File: src/rtl/irq_controller_if.sv
// Signal bundle between the trap sequencer and its surroundings (interrupt
// sources, pipeline, CSR controller). master = irq_controller, slave = environment.
interface irq_controller_if #(
    parameter int IRQ_NUM = 16
);
    logic [IRQ_NUM-1:0] irq_req_i;
    logic [31:0]        mie_i;
    logic [31:0]        mtvec_i;
    logic [31:0]        mepc_i;
    logic               exception_i;
    logic [31:0]        exception_cause_i;
    logic               mret_i;
    logic               stall_i;
    logic               trap_o;
    logic [31:0]        mcause_o;
    logic               pc_redirect_o;
    logic [31:0]        redirect_pc_o;
    logic [IRQ_NUM-1:0] irq_ret_o;
    logic               busy_o;
    logic [1:0]         state_dbg;

    // No valid/ready pairs here: trap_o and irq_ret_o are single-cycle pulses
    // that the receiver must consume in the cycle they are high.
    modport master (
        input  irq_req_i, mie_i, mtvec_i, mepc_i, exception_i, exception_cause_i,
               mret_i, stall_i,
        output trap_o, mcause_o, pc_redirect_o, redirect_pc_o, irq_ret_o, busy_o,
               state_dbg
    );

    modport slave (
        output irq_req_i, mie_i, mtvec_i, mepc_i, exception_i, exception_cause_i,
               mret_i, stall_i,
        input  trap_o, mcause_o, pc_redirect_o, redirect_pc_o, irq_ret_o, busy_o,
               state_dbg
    );
endinterface

File: src/rtl/irq_controller.sv
// Machine-mode trap sequencer: arbitrates interrupts and exceptions, pulses trap,
// redirects to mtvec, and on mret redirects to mepc and acks the serviced line.
module irq_controller #(
    parameter int IRQ_NUM = 16
) (
    input  logic               clk_i,
    input  logic               rst_ni,
    irq_controller_if.master   bus
);
    typedef enum logic [1:0] {IDLE, TRAP, HANDLER, RET} state_t;

    state_t             state_q, state_d;
    logic [31:0]        mcause_q, mcause_d;
    logic [IRQ_NUM-1:0] src_q, src_d;
    logic [IRQ_NUM-1:0] ack_mask_q, ack_mask_d;
    logic [IRQ_NUM-1:0] pend;
    logic [4:0]         irq_idx;
    logic               unused_ok;

    // Low mie bits are not interrupt enables for this block.
    assign unused_ok = &{1'b0, bus.mie_i};

    // ack_mask hides the just-acknowledged line for one IDLE cycle so the
    // source has time to drop its level request.
    assign pend = bus.irq_req_i & bus.mie_i[16 +: IRQ_NUM] & ~ack_mask_q;

    always_comb begin
        irq_idx = '0;
        for (int i = IRQ_NUM - 1; i >= 0; i--) begin
            if (pend[i]) irq_idx = 5'(i);
        end
    end

    always_ff @(posedge clk_i) begin
        if (!rst_ni) begin
            state_q    <= IDLE;
            mcause_q   <= '0;
            src_q      <= '0;
            ack_mask_q <= '0;
        end else begin
            state_q    <= state_d;
            mcause_q   <= mcause_d;
            src_q      <= src_d;
            ack_mask_q <= ack_mask_d;
        end
    end

    always_comb begin
        state_d    = state_q;
        mcause_d   = mcause_q;
        src_d      = src_q;
        ack_mask_d = '0;
        unique case (state_q)
            IDLE: begin
                if (bus.exception_i) begin
                    state_d  = TRAP;
                    mcause_d = bus.exception_cause_i;
                end else if (!bus.stall_i && (pend != '0)) begin
                    state_d  = TRAP;
                    mcause_d = 32'h8000_0010 + {27'b0, irq_idx};
                    src_d    = {{(IRQ_NUM-1){1'b0}}, 1'b1} << irq_idx;
                end
            end
            TRAP: state_d = HANDLER;
            HANDLER: begin
                // No nesting of interrupts; an exception re-traps and keeps src.
                if (bus.exception_i) begin
                    state_d  = TRAP;
                    mcause_d = bus.exception_cause_i;
                end else if (bus.mret_i) begin
                    state_d = RET;
                end
            end
            RET: begin
                state_d    = IDLE;
                src_d      = '0;
                ack_mask_d = src_q;
            end
            default: state_d = IDLE;
        endcase
    end

    // Outputs decode from registered state only.
    always_comb begin
        bus.trap_o        = 1'b0;
        bus.pc_redirect_o = 1'b0;
        bus.redirect_pc_o = '0;
        bus.irq_ret_o     = '0;
        if (state_q == TRAP) begin
            bus.trap_o        = 1'b1;
            bus.pc_redirect_o = 1'b1;
            bus.redirect_pc_o = bus.mtvec_i;
        end else if (state_q == RET) begin
            bus.pc_redirect_o = 1'b1;
            bus.redirect_pc_o = bus.mepc_i;
            bus.irq_ret_o     = src_q;
        end
    end

    assign bus.mcause_o  = mcause_q;
    assign bus.busy_o    = (state_q != IDLE);
    assign bus.state_dbg = state_q;
endmodule

File: src/flat_wrapper.sv
// flat-port wrapper written by rule: the top's interface ports become plain ports
module irq_controller_flat 
#(
    parameter int IRQ_NUM = 16
)
  (clk_i, rst_ni, bus_irq_req_i, bus_mie_i, bus_mtvec_i, bus_mepc_i, bus_exception_i, bus_exception_cause_i, bus_mret_i, bus_stall_i, bus_trap_o, bus_mcause_o, bus_pc_redirect_o, bus_redirect_pc_o, bus_irq_ret_o, bus_busy_o, bus_state_dbg);
  irq_controller_if #(.IRQ_NUM(IRQ_NUM)) bus_i ();
  input  logic clk_i;
  input  logic rst_ni;
  input wire logic [$bits(bus_i.irq_req_i)-1:0] bus_irq_req_i;
  input wire logic [$bits(bus_i.mie_i)-1:0] bus_mie_i;
  input wire logic [$bits(bus_i.mtvec_i)-1:0] bus_mtvec_i;
  input wire logic [$bits(bus_i.mepc_i)-1:0] bus_mepc_i;
  input wire logic [$bits(bus_i.exception_i)-1:0] bus_exception_i;
  input wire logic [$bits(bus_i.exception_cause_i)-1:0] bus_exception_cause_i;
  input wire logic [$bits(bus_i.mret_i)-1:0] bus_mret_i;
  input wire logic [$bits(bus_i.stall_i)-1:0] bus_stall_i;
  output wire logic [$bits(bus_i.trap_o)-1:0] bus_trap_o;
  output wire logic [$bits(bus_i.mcause_o)-1:0] bus_mcause_o;
  output wire logic [$bits(bus_i.pc_redirect_o)-1:0] bus_pc_redirect_o;
  output wire logic [$bits(bus_i.redirect_pc_o)-1:0] bus_redirect_pc_o;
  output wire logic [$bits(bus_i.irq_ret_o)-1:0] bus_irq_ret_o;
  output wire logic [$bits(bus_i.busy_o)-1:0] bus_busy_o;
  output wire logic [$bits(bus_i.state_dbg)-1:0] bus_state_dbg;
  assign bus_i.irq_req_i = bus_irq_req_i;
  assign bus_i.mie_i = bus_mie_i;
  assign bus_i.mtvec_i = bus_mtvec_i;
  assign bus_i.mepc_i = bus_mepc_i;
  assign bus_i.exception_i = bus_exception_i;
  assign bus_i.exception_cause_i = bus_exception_cause_i;
  assign bus_i.mret_i = bus_mret_i;
  assign bus_i.stall_i = bus_stall_i;
  assign bus_trap_o = bus_i.trap_o;
  assign bus_mcause_o = bus_i.mcause_o;
  assign bus_pc_redirect_o = bus_i.pc_redirect_o;
  assign bus_redirect_pc_o = bus_i.redirect_pc_o;
  assign bus_irq_ret_o = bus_i.irq_ret_o;
  assign bus_busy_o = bus_i.busy_o;
  assign bus_state_dbg = bus_i.state_dbg;
  irq_controller #(.IRQ_NUM(IRQ_NUM)) u_core (.clk_i(clk_i), .rst_ni(rst_ni), .bus(bus_i));
endmodule
File: config.mk
export PLATFORM = sky130hd
export DESIGN_NAME = irq_controller_flat
export DESIGN_NICKNAME = d
export VERILOG_FILES = /design/src/rtl/irq_controller_if.sv /design/src/rtl/irq_controller.sv /design/src/flat_wrapper.sv
export SDC_FILE = /design/constraint.sdc
export NUM_CORES = 1
export LEC_CHECK = 0
export BUFFER_PORTS_ARGS = -buffer_cell sky130_fd_sc_hd__buf_2
export CORE_MARGIN = 5
export CORE_UTILIZATION = 41
export CTS_CLUSTER_SIZE = 24
export DETAILED_ROUTE_END_ITERATION = 16
export PLACE_DENSITY_LB_ADDON = 0.15
export SLEW_MARGIN = 0
export SYNTH_ARGS = -nofsm -noshare
export SYNTH_HDL_FRONTEND = slang
export SYNTH_SLANG_ARGS = --single-unit
export TNS_END_PERCENT = 30
File: constraint.sdc
create_clock -name clk_i -period 5.3 [get_ports clk_i]
set_input_delay 0.265 -clock clk_i [delete_from_list [all_inputs] [get_ports clk_i]]
set_output_delay 0.265 -clock clk_i [all_outputs]
set_load 0.02 [all_outputs]
-- Yosys cells after proc, flatten, opt, wreduce, memory -nomap -nowiden
Index checks and enable logic that the tools add are counted.
- multipliers: 0
- mux-type cells: 35
- equal/unequal tests: 8
- add/subtract/negate cells: 1
- bitwise gates (word level): 3
- shift-type cells: 1
- div/mod/pow operators: 0
- reductions and logical operators: 10
- $lt $le $gt $ge: 0
- operators by type and width (cell ; count):
    32-bit 2-to-1 mux ; 5
    5-bit 2-to-1 mux ; 15
    16-bit 2-to-1 mux ; 4
    32-bit case mux with 2 select lines ; 1
    32-bit by 5-bit adder with 32-bit output (first input constant) ; 1
    16-bit bitwise AND ; 2
    16-bit case mux with 2 select lines ; 1
    16-bit inverter ; 1
    16-bit nonzero test ; 1
    1-bit by 5-bit left shift with 16-bit output (first input constant) ; 1
    2-bit 2-to-1 mux ; 4
    2-bit case mux with 4 select lines ; 1
    3-bit AND reduction ; 2
    2-bit nonzero test ; 3
    2-bit == test (second input constant) ; 2
    4-bit 2-to-1 mux ; 1
    2-bit inequality test (second input constant) ; 2
    1-bit 2-to-1 mux ; 3
    3-bit by 2-bit inequality test with 1-bit output (second input constant) ; 1
    3-bit inequality test (second input constant) ; 1
    2-bit by 1-bit == test with 1-bit output (second input constant) ; 1
    2-bit zero test ; 1
    2-bit by 1-bit inequality test with 1-bit output (second input constant) ; 1
    2-bit AND reduction ; 1
    other kinds (2) ; 2
- output and inout port bits: 85
- word-level logic and storage cells: 62
- flip-flop bits (word level): 66
- ROM bits: 0
- RAM bits: 0
- latch bits: 0
- bits of input ports: 149
- memories kept: 0

-- Depth between registers and ports, before layout
- depth after elaboration: 22
- mapped depth: 8
- depth with buffers taken out: 6

-- Worst setup path after synthesis
No wires, ideal clock.
- kind: register -> register
- start: register u_core.ack_mask_q[1]
- end: register u_core.src_q[9]
- stages on the path, launching flop included: 9
- setup slack: 3.177 ns
- arrival: 2.063 ns
- period minus slack after synthesis: 2.123 ns
- required time: 5.240 ns
- path buffers: 2
- library setup time: 0.060 ns
- path through: dfxtp_1 -> and3b_1 -> or2_1 -> or4_4 -> buf_6 -> o21a_1 -> nor3_4 -> buf_6 -> a22o_1
- word-level cells in the longest chain between the ends: 8
- RTL lines (item ; line ; source):
    start, declared ; irq_controller.sv:15 ; logic [IRQ_NUM-1:0] ack_mask_q, ack_mask_d;
    start signal, assigned ; irq_controller.sv:44 ; ack_mask_q <= ack_mask_d;
    16-bit inverter (*) ; irq_controller.sv:25 ; assign pend = bus.irq_req_i & bus.mie_i[16 +: IRQ_NUM] & ~ack_mask_q;
    16-bit bitwise AND (*) ; irq_controller.sv:25 ;
    5-bit 2-to-1 mux (2 in a row) ; irq_controller.sv:30 ; if (pend[i]) irq_idx = 5'(i);
    1-bit by 5-bit left shift with 16-bit output ; irq_controller.sv:61 ; src_d = {{(IRQ_NUM-1){1'b0}}, 1'b1} << irq_idx;
    16-bit 2-to-1 mux ; irq_controller.sv:58 ; end else if (!bus.stall_i && (pend != '0)) begin
    16-bit 2-to-1 mux ; irq_controller.sv:55 ; if (bus.exception_i) begin
    16-bit case mux with 2 select lines ; irq_controller.sv:53 ; unique case (state_q)
    end signal, assigned ; irq_controller.sv:43 ; src_q <= src_d;
    end, declared ; irq_controller.sv:14 ; logic [IRQ_NUM-1:0] src_q, src_d;
Mark *: on every way between the ends. The rest lies on a longest branch, timed or not. The select of a mux whose other input is x is not followed.
A chain may end at the register's enable or synchronous reset.

-- Worst setup path in the final report
- start: register u_core.state_q[0] (netlist: u_core.bus.state_dbg[0])
- end: register u_core.mcause_q[31] (netlist: u_core.bus.mcause_o[31])
- word-level cells in the longest chain between the ends: 3
- RTL lines (item ; line ; source):
    start, declared ; irq_controller.sv:12 ; state_t state_q, state_d;
    start signal, assigned ; irq_controller.sv:41 ; state_q <= state_d;
    2-bit == test / 2-bit zero test (equally long branches) ; irq_controller.sv:53 ;
    2-bit inequality test (no line), or another cell as far along ; - ;
    3-bit AND reduction (no line) ; - ;
    end signal, assigned ; irq_controller.sv:42 ; mcause_q <= mcause_d;
    end, declared ; irq_controller.sv:13 ; logic [31:0] mcause_q, mcause_d;
Several ways; a longest one is shown, not always the timed one.

==> summary.txt <==
Power and ir drop
  • VDD IR max: 0.114 mV
  • Leakage power: 2.34 nW
  • Power per cell area: 282 nW/µm²

Clock tree
  • CTS tree: yes
  • Clock Path Buffers: 2
  • CTS H-tree depth: 3
  • CTS sink cnt: 66
  • Post-CTS Resized: 0
  • Clk root buf: clkbuf_8
  • CTS clk-pin slew, worst paths: 0.08 ns
  • Clk_lat worst skew: 0.34 ns
  • CTS Hold Buffers Added: 0
  • Post-CTS setup buffers: 0
  • Num CTS Buffers: 9

GRT
  • GRT Residual Overflow: 0
  • Initial antenna violation count: 0
  • GRT Overall Usage: 22.7%
  • Largest net degree at the start of global routing: 63
  • Vias in the first global route: 3601
  • First-pass GRT wire length: 17900 µm

Worst setup path
  • CP endpoint kind: flip-flop
  • Crit path DAT: 3.07 ns
  • Crit path kind: flip-flop to flip-flop
  • R2R cell count: 5
  • Worst Path Max Fanout: 62
  • Worst Path Required: 5.53 ns
  • Worst setup SP type: flip-flop

Synthesis
  • Most common library cells after synthesis: dfxtp_1 (66), nand3_1 (54), nor2_1 (43)
  • Synth Net Count: 537
  • Cell variety after synth: 45
  • Area contributors post-synth: dfxtp_1 (40%), mux2i_1 (9.8%), nand3_1 (8.3%)
  • Synth area leader: dfxtp_1
  • Main synth FF type: dfxtp_1
  • Register area share after synthesis: 40.5%
  • FFs w/ async S/R, synth: 0%
  • Yosys top cell area share: 40.5%
  • Syn Std Cell Area: 3270 µm²
  • Post-synth EDFFs: 0
  • Post-Syn Instances: 388
  • Synth Warn #: 0
  • Synth Area per Inst: 8.42 µm²
  • Most frequent cell after synthesis: dfxtp_1
  • FF+latch count, synth: 66

Timing
  • Tmin final: 2.84 ns
  • Maximum clock frequency: 0.352 GHz
  • Final hold violation count: 0
  • Setup TNS: 0 ns
  • Setup Viol. Count Final: 0
  • Period utilisation layout: 53.7%
  • RSZ-0062 raised after global routing: no
  • Slew @ Worst Pin: 1.03 ns
  • Layout Skew: 0.0117 ns
  • Final Slew Violations: 0
  • Slew headroom: 31.4%

Min path
  • Hold crit path type: primary input to flip-flop
  • Worst hold stages: 3

Outcome
  • Outcome: finished clean

Detailed routing
  • Pre-antenna DRT Iters: 6
  • Post-DR wirelength/cell: 16.6 µm
  • Final wirelength: 11500 µm
  • Final ANT Viol Nets: 0
  • DR iter-0 viols: 216
  • Via count: 3608
  • Via density: 5.21
  • # DRC: 0

Die
  • Die height: 99.2 µm
  • Die X: 99.2 µm
  • Row Count: 32
  • Ports: 234
  • Die area: 9850 µm²
  • Initial Utilization: 42.3%
  • Floorplan core area: 7730 µm²

Final layout
  • Area Growth Syn to Fin: 40.4%
  • Antenna diodes: 0
  • Fill cells: 725
  • Layout cells sized above 1: 41.1%
  • Final net count: 735
  • Finished Layout Cells: 693

Placed design
  • HPWL Detailed: 8900 µm
  • Port buffer count: 217
  • Placed instance count: 677
  • Gpl congestion: 0.871

Job
  • # Max-Cap Violations: 0
worst max-delay path: stages (launching register included):
cell and delay, ns:
dfxtp_1 0.72, clkinv_1 0.14, buf_4 0.34, nand2_1 0.84, nand2_1 0.34, o221a_2 0.33
state kept, by name, summed over array words and instances (netlist names):
name,count
u_core.ack_mask_q,16
u_core.bus.state_dbg,2
u_core.src_q,16
u_core.bus.mcause_o,32
metal layers:
layer  vias to the layer above  routed length, µm  global-route usage (%)
li1                       1800                  -                       -
met2                       148               5840                    40.6
met4                         0                257                    8.09
met5                         -                  0                       0
met1                      1644               4540                    25.2
met3                        16                854                    7.15
cell type report:
| class | instances | area [µm²] | area share (%) |
|---|---|---|---|
| Tap cell | 102 | 128 | 2.78 |
| Clock inverter | 6 | 88.8 | 1.94 |
| Timing Repair Buffer | 219 | 1100 | 24.0 |
| Sequential cell | 66 | 1320 | 28.8 |
| Inverter | 5 | 18.8 | 0.409 |
| Multi-Input combinational cell | 285 | 1790 | 39.0 |
| Clock buffer | 10 | 138 | 3.00 |
report_power, final:
| part | leakage [nW] | total (W) | internal, W | switching (W) |
|---|---|---|---|---|
| Sequential | 0.538 | 0.000528 | 0.000515 | 0.0000130 |
| Clock | 0.109 | 0.000475 | 0.000278 | 0.000197 |
| Combinational | 1.69 | 0.000290 | 0.000111 | 0.000178 |
| Total | 2.34 | 0.00129 | 0.000905 | 0.000388 |
cells in the final DEF, fill, tap and decap left out, types with 2 or more instances in the layout:
| cell | synthesis | layout |
|---|---|---|
| a31oi_1 | 3 | 3 |
| nand2b_1 | 4 | 4 |
| or2_2 | 2 | 2 |
| inv_1 | 4 | 4 |
| o31ai_1 | 2 | 2 |
| o221a_2 | 2 | 2 |
| o211ai_1 | 3 | 3 |
| o2bb2ai_1 | 4 | 4 |
| mux2i_1 | 32 | 32 |
| buf_4 | 0 | 2 |
| buf_2 | 2 | 217 |
| nand3b_1 | 10 | 10 |
| dfxtp_1 | 66 | 65 |
| and2_1 | 2 | 2 |
| o22ai_1 | 2 | 2 |
| clkbuf_8 | 0 | 10 |
| a211oi_1 | 2 | 2 |
| bufinv_16 | 0 | 2 |
| a21oi_1 | 33 | 33 |
| nor3b_1 | 2 | 2 |
| nand3_1 | 54 | 54 |
| nor2_1 | 43 | 43 |
| a22o_1 | 9 | 9 |
| o21a_1 | 2 | 2 |
| nand2_1 | 13 | 13 |
| clkinvlp_4 | 0 | 2 |
| nor2b_1 | 4 | 4 |
| o21ai_0 | 2 | 2 |
| and3_1 | 32 | 32 |
| a32o_1 | 3 | 3 |
| and3b_1 | 6 | 6 |
through the flow:
step	total power (W)	hold slack (ns)	cell area, µm²	util, %	worst slack (ns)
4_1_cts	0.00130	0.170	4580	59.3	2.48
3_5_place_dp	0.000829	0.452	4360	56.4	2.49
5_1_grt	0.00136	0.170	4580	59.3	2.13
3_3_place_gp	0.000824	0.448	4360	56.4	2.54
6_report	0.00129	0.186	4580	59.3	2.46
2_1_floorplan	0.000716	0.417	3270	-	3.18
cells by family after synthesis:
logic type      count (synthesis)  synth area share (%)
compound gates                 74                  15.6
buf+inv                        37                  4.79
flops                          66                  40.5
mux                            32                  9.81
simple gates                  179                  29.3
worst paths after layout:
kind,start,end,slack [ns]
max,u_core.bus.state_dbg[0],u_core.bus.mcause_o[31],2.46
min,bus_exception_cause_i[20],u_core.bus.mcause_o[20],0.19
max reg2reg,u_core.bus.state_dbg[0],u_core.bus.mcause_o[31],2.46
min reg2reg,u_core.bus.mcause_o[28],u_core.bus.mcause_o[28],0.46
No activity file was read; power rests on OpenSTA's default activity.
